==> src/rtl/tempfifo_axi_burst_writer_if.sv <==
// AXI4 write-channel bundle (AW, W, B) between the burst writer and the DDR3 controller.
interface tempfifo_axi_burst_writer_if #(
    parameter int ADDR_W = 32
);
    logic [ADDR_W-1:0] awaddr;
    logic [7:0]        awlen;
    logic [2:0]        awsize;
    logic [1:0]        awburst;
    logic              awvalid;
    logic              awready;
    logic [63:0]       wdata;
    logic [7:0]        wstrb;
    logic              wlast;
    logic              wvalid;
    logic              wready;
    logic [1:0]        bresp;
    logic              bvalid;
    logic              bready;

    modport master (
        output awaddr, awlen, awsize, awburst, awvalid,
        input  awready,
        output wdata, wstrb, wlast, wvalid,
        input  wready,
        input  bresp, bvalid,
        output bready
    );

    modport slave (
        input  awaddr, awlen, awsize, awburst, awvalid,
        output awready,
        input  wdata, wstrb, wlast, wvalid,
        output wready,
        output bresp, bvalid,
        input  bready
    );
endinterface

==> src/rtl/tempfifo_axi_burst_writer.sv <==
// Drains a 64-bit FWFT FIFO into a linear DDR3 region with fixed-length AXI4 INCR
// write bursts and pulses last_write once the final burst of the region is acknowledged.
module tempfifo_axi_burst_writer #(
    parameter int                ADDR_W    = 32,
    parameter logic [ADDR_W-1:0] BASE_ADDR = ADDR_W'(32'h0000_0000),
    parameter logic [ADDR_W-1:0] MEM_BYTES = ADDR_W'(32'h4000_0000),
    parameter int                BURST_LEN = 16,
    parameter int                CNT_W     = 11
) (
    input  logic                 ddrclk_i,
    input  logic                 reset_i,
    input  logic                 fifo_write_mem_en,
    input  logic [63:0]          tempfifo_data_i,
    input  logic [CNT_W-1:0]     tempfifo_rdcnt_i,
    input  logic                 tempfifo_empty_i,
    output logic                 tempfifo_re_o,
    tempfifo_axi_burst_writer_if.master m_axi,
    output logic                 last_write,
    output logic [ADDR_W-1:0]    wr_ptr_o,
    output logic [31:0]          burst_cnt_o,
    output logic                 resp_err_o,
    output logic                 busy_o
);
    localparam logic [7:0]        LAST_BEAT   = 8'(BURST_LEN - 1);
    localparam logic [CNT_W:0]    BURST_WORDS = (CNT_W + 1)'(BURST_LEN);
    localparam logic [ADDR_W-1:0] BURST_BYTES = ADDR_W'(BURST_LEN * 8);
    localparam logic [ADDR_W-1:0] END_ADDR    = BASE_ADDR + MEM_BYTES;

    typedef enum logic [2:0] {DONE, IDLE, ADDR, DATA, RESP} state_t;

    state_t            state_q;
    state_t            state_d;
    logic [7:0]        beat_q;
    logic [ADDR_W-1:0] ptr_next;
    logic              w_fire;

    // Fixed burst shape; write data comes straight from the FWFT head word.
    assign m_axi.awaddr  = wr_ptr_o;
    assign m_axi.awlen   = LAST_BEAT;
    assign m_axi.awsize  = 3'b011;
    assign m_axi.awburst = 2'b01;
    assign m_axi.wdata   = tempfifo_data_i;
    assign m_axi.wstrb   = 8'hFF;

    assign ptr_next = wr_ptr_o + BURST_BYTES;
    assign w_fire   = (state_q == DATA) && !tempfifo_empty_i && m_axi.wready;

    // State register; reset leaves the writer disarmed.
    always_ff @(posedge ddrclk_i) begin
        if (reset_i) state_q <= DONE;
        else         state_q <= state_d;
    end

    // Next-state and handshake outputs; a FIFO word is popped only on an accepted beat.
    always_comb begin
        state_d       = state_q;
        m_axi.awvalid = 1'b0;
        m_axi.wvalid  = 1'b0;
        m_axi.wlast   = 1'b0;
        m_axi.bready  = 1'b0;
        tempfifo_re_o = 1'b0;
        busy_o        = 1'b0;
        case (state_q)
            DONE: begin
                if (fifo_write_mem_en) state_d = IDLE;
            end
            IDLE: begin
                if ({1'b0, tempfifo_rdcnt_i} >= BURST_WORDS) state_d = ADDR;
            end
            ADDR: begin
                busy_o        = 1'b1;
                m_axi.awvalid = 1'b1;
                if (m_axi.awready) state_d = DATA;
            end
            DATA: begin
                busy_o        = 1'b1;
                m_axi.wvalid  = !tempfifo_empty_i;
                m_axi.wlast   = (beat_q == LAST_BEAT);
                tempfifo_re_o = w_fire;
                if (w_fire && (beat_q == LAST_BEAT)) state_d = RESP;
            end
            RESP: begin
                busy_o       = 1'b1;
                m_axi.bready = 1'b1;
                if (m_axi.bvalid) state_d = (ptr_next == END_ADDR) ? DONE : IDLE;
            end
            default: state_d = DONE;
        endcase
    end

    // Beat counter, region pointer, burst count, sticky error and the end-of-region pulse.
    always_ff @(posedge ddrclk_i) begin
        if (reset_i) begin
            beat_q      <= '0;
            wr_ptr_o    <= BASE_ADDR;
            burst_cnt_o <= '0;
            resp_err_o  <= 1'b0;
            last_write  <= 1'b0;
        end else begin
            last_write <= 1'b0;
            case (state_q)
                DONE: begin
                    if (fifo_write_mem_en) begin
                        wr_ptr_o    <= BASE_ADDR;
                        burst_cnt_o <= '0;
                        resp_err_o  <= 1'b0;
                    end
                end
                ADDR: begin
                    if (m_axi.awready) beat_q <= '0;
                end
                DATA: begin
                    if (w_fire) beat_q <= beat_q + 8'd1;
                end
                RESP: begin
                    if (m_axi.bvalid) begin
                        if (m_axi.bresp != 2'b00) resp_err_o <= 1'b1;
                        burst_cnt_o <= burst_cnt_o + 32'd1;
                        wr_ptr_o    <= ptr_next;
                        if (ptr_next == END_ADDR) last_write <= 1'b1;
                    end
                end
                default: ;
            endcase
        end
    end
endmodule

==> src/flat_wrapper.sv <==
// flat-port wrapper written by rule: the top's interface ports become plain ports
module tempfifo_axi_burst_writer_flat 
#(
    parameter int                ADDR_W    = 32,
    parameter logic [ADDR_W-1:0] BASE_ADDR = ADDR_W'(32'h0000_0000),
    parameter logic [ADDR_W-1:0] MEM_BYTES = ADDR_W'(32'h4000_0000),
    parameter int                BURST_LEN = 16,
    parameter int                CNT_W     = 11
)
  (ddrclk_i, reset_i, fifo_write_mem_en, tempfifo_data_i, tempfifo_rdcnt_i, tempfifo_empty_i, tempfifo_re_o, last_write, wr_ptr_o, burst_cnt_o, resp_err_o, busy_o, m_axi_awaddr, m_axi_awlen, m_axi_awsize, m_axi_awburst, m_axi_awvalid, m_axi_awready, m_axi_wdata, m_axi_wstrb, m_axi_wlast, m_axi_wvalid, m_axi_wready, m_axi_bresp, m_axi_bvalid, m_axi_bready);
  tempfifo_axi_burst_writer_if #(.ADDR_W(ADDR_W)) m_axi_i ();
  input  logic ddrclk_i;
  input  logic reset_i;
  input  logic fifo_write_mem_en;
  input  logic [63:0] tempfifo_data_i;
  input  logic [CNT_W-1:0] tempfifo_rdcnt_i;
  input  logic tempfifo_empty_i;
  output logic tempfifo_re_o;
  output logic last_write;
  output logic [ADDR_W-1:0] wr_ptr_o;
  output logic [31:0] burst_cnt_o;
  output logic resp_err_o;
  output logic busy_o;
  output wire logic [$bits(m_axi_i.awaddr)-1:0] m_axi_awaddr;
  output wire logic [$bits(m_axi_i.awlen)-1:0] m_axi_awlen;
  output wire logic [$bits(m_axi_i.awsize)-1:0] m_axi_awsize;
  output wire logic [$bits(m_axi_i.awburst)-1:0] m_axi_awburst;
  output wire logic [$bits(m_axi_i.awvalid)-1:0] m_axi_awvalid;
  input wire logic [$bits(m_axi_i.awready)-1:0] m_axi_awready;
  output wire logic [$bits(m_axi_i.wdata)-1:0] m_axi_wdata;
  output wire logic [$bits(m_axi_i.wstrb)-1:0] m_axi_wstrb;
  output wire logic [$bits(m_axi_i.wlast)-1:0] m_axi_wlast;
  output wire logic [$bits(m_axi_i.wvalid)-1:0] m_axi_wvalid;
  input wire logic [$bits(m_axi_i.wready)-1:0] m_axi_wready;
  input wire logic [$bits(m_axi_i.bresp)-1:0] m_axi_bresp;
  input wire logic [$bits(m_axi_i.bvalid)-1:0] m_axi_bvalid;
  output wire logic [$bits(m_axi_i.bready)-1:0] m_axi_bready;
  assign m_axi_awaddr = m_axi_i.awaddr;
  assign m_axi_awlen = m_axi_i.awlen;
  assign m_axi_awsize = m_axi_i.awsize;
  assign m_axi_awburst = m_axi_i.awburst;
  assign m_axi_awvalid = m_axi_i.awvalid;
  assign m_axi_i.awready = m_axi_awready;
  assign m_axi_wdata = m_axi_i.wdata;
  assign m_axi_wstrb = m_axi_i.wstrb;
  assign m_axi_wlast = m_axi_i.wlast;
  assign m_axi_wvalid = m_axi_i.wvalid;
  assign m_axi_i.wready = m_axi_wready;
  assign m_axi_i.bresp = m_axi_bresp;
  assign m_axi_i.bvalid = m_axi_bvalid;
  assign m_axi_bready = m_axi_i.bready;
  tempfifo_axi_burst_writer #(.ADDR_W(ADDR_W), .BASE_ADDR(BASE_ADDR), .MEM_BYTES(MEM_BYTES), .BURST_LEN(BURST_LEN), .CNT_W(CNT_W)) u_core (.ddrclk_i(ddrclk_i), .reset_i(reset_i), .fifo_write_mem_en(fifo_write_mem_en), .tempfifo_data_i(tempfifo_data_i), .tempfifo_rdcnt_i(tempfifo_rdcnt_i), .tempfifo_empty_i(tempfifo_empty_i), .tempfifo_re_o(tempfifo_re_o), .m_axi(m_axi_i), .last_write(last_write), .wr_ptr_o(wr_ptr_o), .burst_cnt_o(burst_cnt_o), .resp_err_o(resp_err_o), .busy_o(busy_o));
endmodule
==> config.mk <==
export PLATFORM = sky130hd
export DESIGN_NAME = tempfifo_axi_burst_writer_flat
export DESIGN_NICKNAME = d
export VERILOG_FILES = /design/src/rtl/tempfifo_axi_burst_writer_if.sv /design/src/rtl/tempfifo_axi_burst_writer.sv /design/src/flat_wrapper.sv
export SDC_FILE = /design/constraint.sdc
export NUM_CORES = 1
export LEC_CHECK = 0
export CAP_MARGIN = 10
export CORE_ASPECT_RATIO = 1.25
export CORE_UTILIZATION = 42
export DETAILED_ROUTE_END_ITERATION = 8
export PLACE_DENSITY = 0.87
export SYNTH_ARGS = -nofsm -noshare
export SYNTH_HDL_FRONTEND = slang
export SYNTH_SLANG_ARGS = --single-unit
==> constraint.sdc <==
create_clock -name ddrclk_i -period 6.1 [get_ports ddrclk_i]
set_input_delay 1.22 -clock ddrclk_i [delete_from_list [all_inputs] [get_ports ddrclk_i]]
set_output_delay 1.22 -clock ddrclk_i [all_outputs]
set_load 0.1 [all_outputs]
==> results.sh <==
export IMPL_antenna_cells=0
export IMPL_drc=0
export IMPL_finalCoreUtilization_pct=49.1
export IMPL_routabilityCongestion=0.878
export IMPL_htree_num_levels=3
export IMPL_detail_route_first_pass_iterations=4
export IMPL_insertion_delay_ns=0.33
export IMPL_routed_via_density=5.33
export IMPL_finClkSkew_ns=0.00616
export IMPL_clock_sinks=70
export IMPL_timing_hold_violations_final=0
export IMPL_grt_pass1_wl_um=17400
export IMPL_design_area_um2=5290
export IMPL_via_count=3952
export IMPL_cts_buffers=9
export IMPL_avgRoutedWirePerCell_um=14.8
export IMPL_root_driver="clkbuf_16"
export IMPL_drive_above_1_share_pct=4.92
export IMPL_grt_pass1_vias=3443
export IMPL_period_share_pct=70.5
export IMPL_placed_cell_area_um2=4960
export IMPL_clockBufferDepth=2
export IMPL_signal_arrival_time_at_the_worst_endpoint_ns=3.08
export IMPL_worstSetupEndpointType="primary output"
export IMPL_die_area_um2=11700
export IMPL_grt_usage_pct=18.6
export IMPL_synthesis_area_per_instance_um2=7.79
export IMPL_die_w_um=96.8
export IMPL_overflow=0
export IMPL_ys_flop_type="dfxtp_1"
export IMPL_synthesis_yosys_warnings=0
export IMPL_cts_tree="built"
export IMPL_setup_viol=0
export IMPL_port_buffer_count=105
export IMPL_clkSlewWorstSetupHoldPaths_ns=0.06
export IMPL_cts_hold_buffers_added=0
export IMPL_fin_worst_hold_slack_ns=0.450
export IMPL_crit_path_max_fanout=2
export IMPL_grt_setup_unrepaired="false"
export IMPL_fp_row_count=42
export IMPL_cts_repair_resized=0
export IMPL_slew_violations=0
export IMPL_yosysUniqueCellTypes=56
export IMPL_floorplan_die_height_um=120
export IMPL_slew_limit_headroom_pct=30.9
export IMPL_starting_density_of_the_core_pct=43.8
export IMPL_worst_pin_slew_ns=1.03
export IMPL_final_hpwl_from_detailed_placement_um=7700
export IMPL_core_um2=10800
export IMPL_post_cts_repair_setup_buffers=0
export IMPL_synth_edf_count=0
export IMPL_postSynth_asyncResetShare_pct=0
export IMPL_antenna_violating_nets_post_route=0
export IMPL_static_power_due_to_leakage_nw=1.81
export IMPL_final_nets=692
export IMPL_hold_path_class="reg2reg"
export IMPL_worst_endpoint_required_ns=4.88
export IMPL_synthesis_instances=605
export IMPL_finalWorstPathRequiredPeriod_ns=4.30
export IMPL_synth_seq_area_share_pct=29.7
export IMPL_area_growth_pct=12.1
export IMPL_run_status="finished clean"
export IMPL_drt_iter0_markers=215
export IMPL_startpoint_type_of_the_worst_setup_path="input pin"
export IMPL_cap_viol_max_count=0
export IMPL_pwr_density_cell_nw_per_um2=253
export IMPL_yosys_register_bits=70
export IMPL_floorplan_io_pins=273
export IMPL_timing_setup_critical_path_class="in2out"
export IMPL_fmax_mhz=233
export IMPL_largest_net_degree_at_the_start_of_global_routing=33
export IMPL_power_ir_vdd_worst_uv=118
export IMPL_antenna_found_initial=0
export IMPL_drt_total_wl_um=11000
export IMPL_mappedNetlistArea_um2=4720
export IMPL_setup_tns_final_ns=0
==> final timing paths <==
check                     startpoint                 to  slack [ns]  depth (start not counted)
max                     m_axi_wready      tempfifo_re_o        1.80                          4
max reg2reg  u_core.m_axi.awaddr[13]  u_core.last_write        2.82                          7
min reg2reg        u_core.resp_err_o  u_core.resp_err_o        0.45                          2
min                u_core.resp_err_o  u_core.resp_err_o        0.45                          2
==> flip-flops by register name (all words and copies together) (netlist names) <==
signal,count
u_core.resp_err_o,1
u_core.burst_cnt_o,32
u_core.state_q,3
u_core.beat_q,8
u_core.last_write,1
u_core.m_axi.awaddr,25
==> routing by layer <==
layer / vias to the layer above / track usage [%] / part of all wire (%)
met3: 43 / 4.91 / 7.1
met2: 164 / 30.7 / 48
met1: 1819 / 22.0 / 42
met5: - / 0 / 0
li1: 1926 / - / -
met4: 0 / 10.3 / 2.8
==> power breakdown <==
part,total [mW],leakage (nW),internal (mW),switching (mW)
logic,0.275,1.08,0.0490,0.226
registers,0.481,0.564,0.466,0.0146
clock network,0.583,0.159,0.364,0.219
==> stage by stage <==
step	std cells	total power [mW]	setup WS (ns)
2_1_floorplan	638	0.934	1.35
4_1_cts	742	1.35	1.80
5_1_grt	742	1.39	1.69
3_3_place_gp	726	0.763	1.82
3_5_place_dp	726	0.765	1.81
6_report	742	1.34	1.80
==> area by class of cell <==
type / count / area, um^2
fill: 1010 / 5490
multi-input combinational: 407 / 2290
sequential: 70 / 1400
timing repair buffer: 106 / 1060
clock buffer: 9 / 225
tap: 132 / 165
clock inverter: 7 / 105
inverter: 11 / 41.3
==> logic make-up after synthesis <==
family / Yosys count / synth area share (%)
and+or+nand+nor: 245 / 26.4
buffers and inverters: 161 / 24.3
AOI/OAI and AO/OA: 84 / 11.0
DFF: 70 / 29.7
xor gates and xnor gates: 35 / 6.50
muxes: 5 / 1.11
adders and majority gates: 3 / 0.796
other: 2 / 0.159
==> cells in the final DEF, fill, tap and decap left out, drive strengths merged, types with 2 or more instances in the layout <==
master         count
nand2b             2
a311oi             9
nor3b              3
bufinv             2
and2               3
dfxtp             70
xnor2             13
o31ai              5
nand3b             2
a32o               2
and4               5
a31oi              5
clkbuf             9
xor2              22
a211oi             2
nor2b              3
nand2             47
ha                 3
or3                9
mux2i              3
nor4              12
clkdlybuf4s50    105
and3              13
inv               14
nand4             18
a21boi             2
nor3              15
a21oi             27
nand3             28
nor2              80
conb              35
mux2               2
o21ai             25
==> synthesized netlist by cell type, types with 4 or more instances <==
master	count	area share (%)
buf_4	127	20
nor2_1	80	6.4
dfxtp_1	70	30
nand2_1	47	3.7
nand3_1	28	3.0
a21oi_1	27	2.9
o21ai_0	25	2.7
xor2_1	22	4.1
nand4_1	16	2.1
nor3_1	14	1.5
xnor2_1	13	2.4
clkbuf_1	12	0.96
inv_1	11	0.88
nor4_1	11	1.5
and3_1	10	1.3
a311oi_1	9	1.7
or3_1	9	1.2
a31oi_1	5	0.66
buf_2	5	0.53
o31ai_1	5	0.80
and4_1	4	0.74
==> worst max-delay path: stages <==
cell	delay, ns
clkdlybuf4s50_1	0.47
inv_1	0.05
nor3_1	0.17
clkdlybuf4s50_1	1.16
Power figures use the tool's default switching activity.
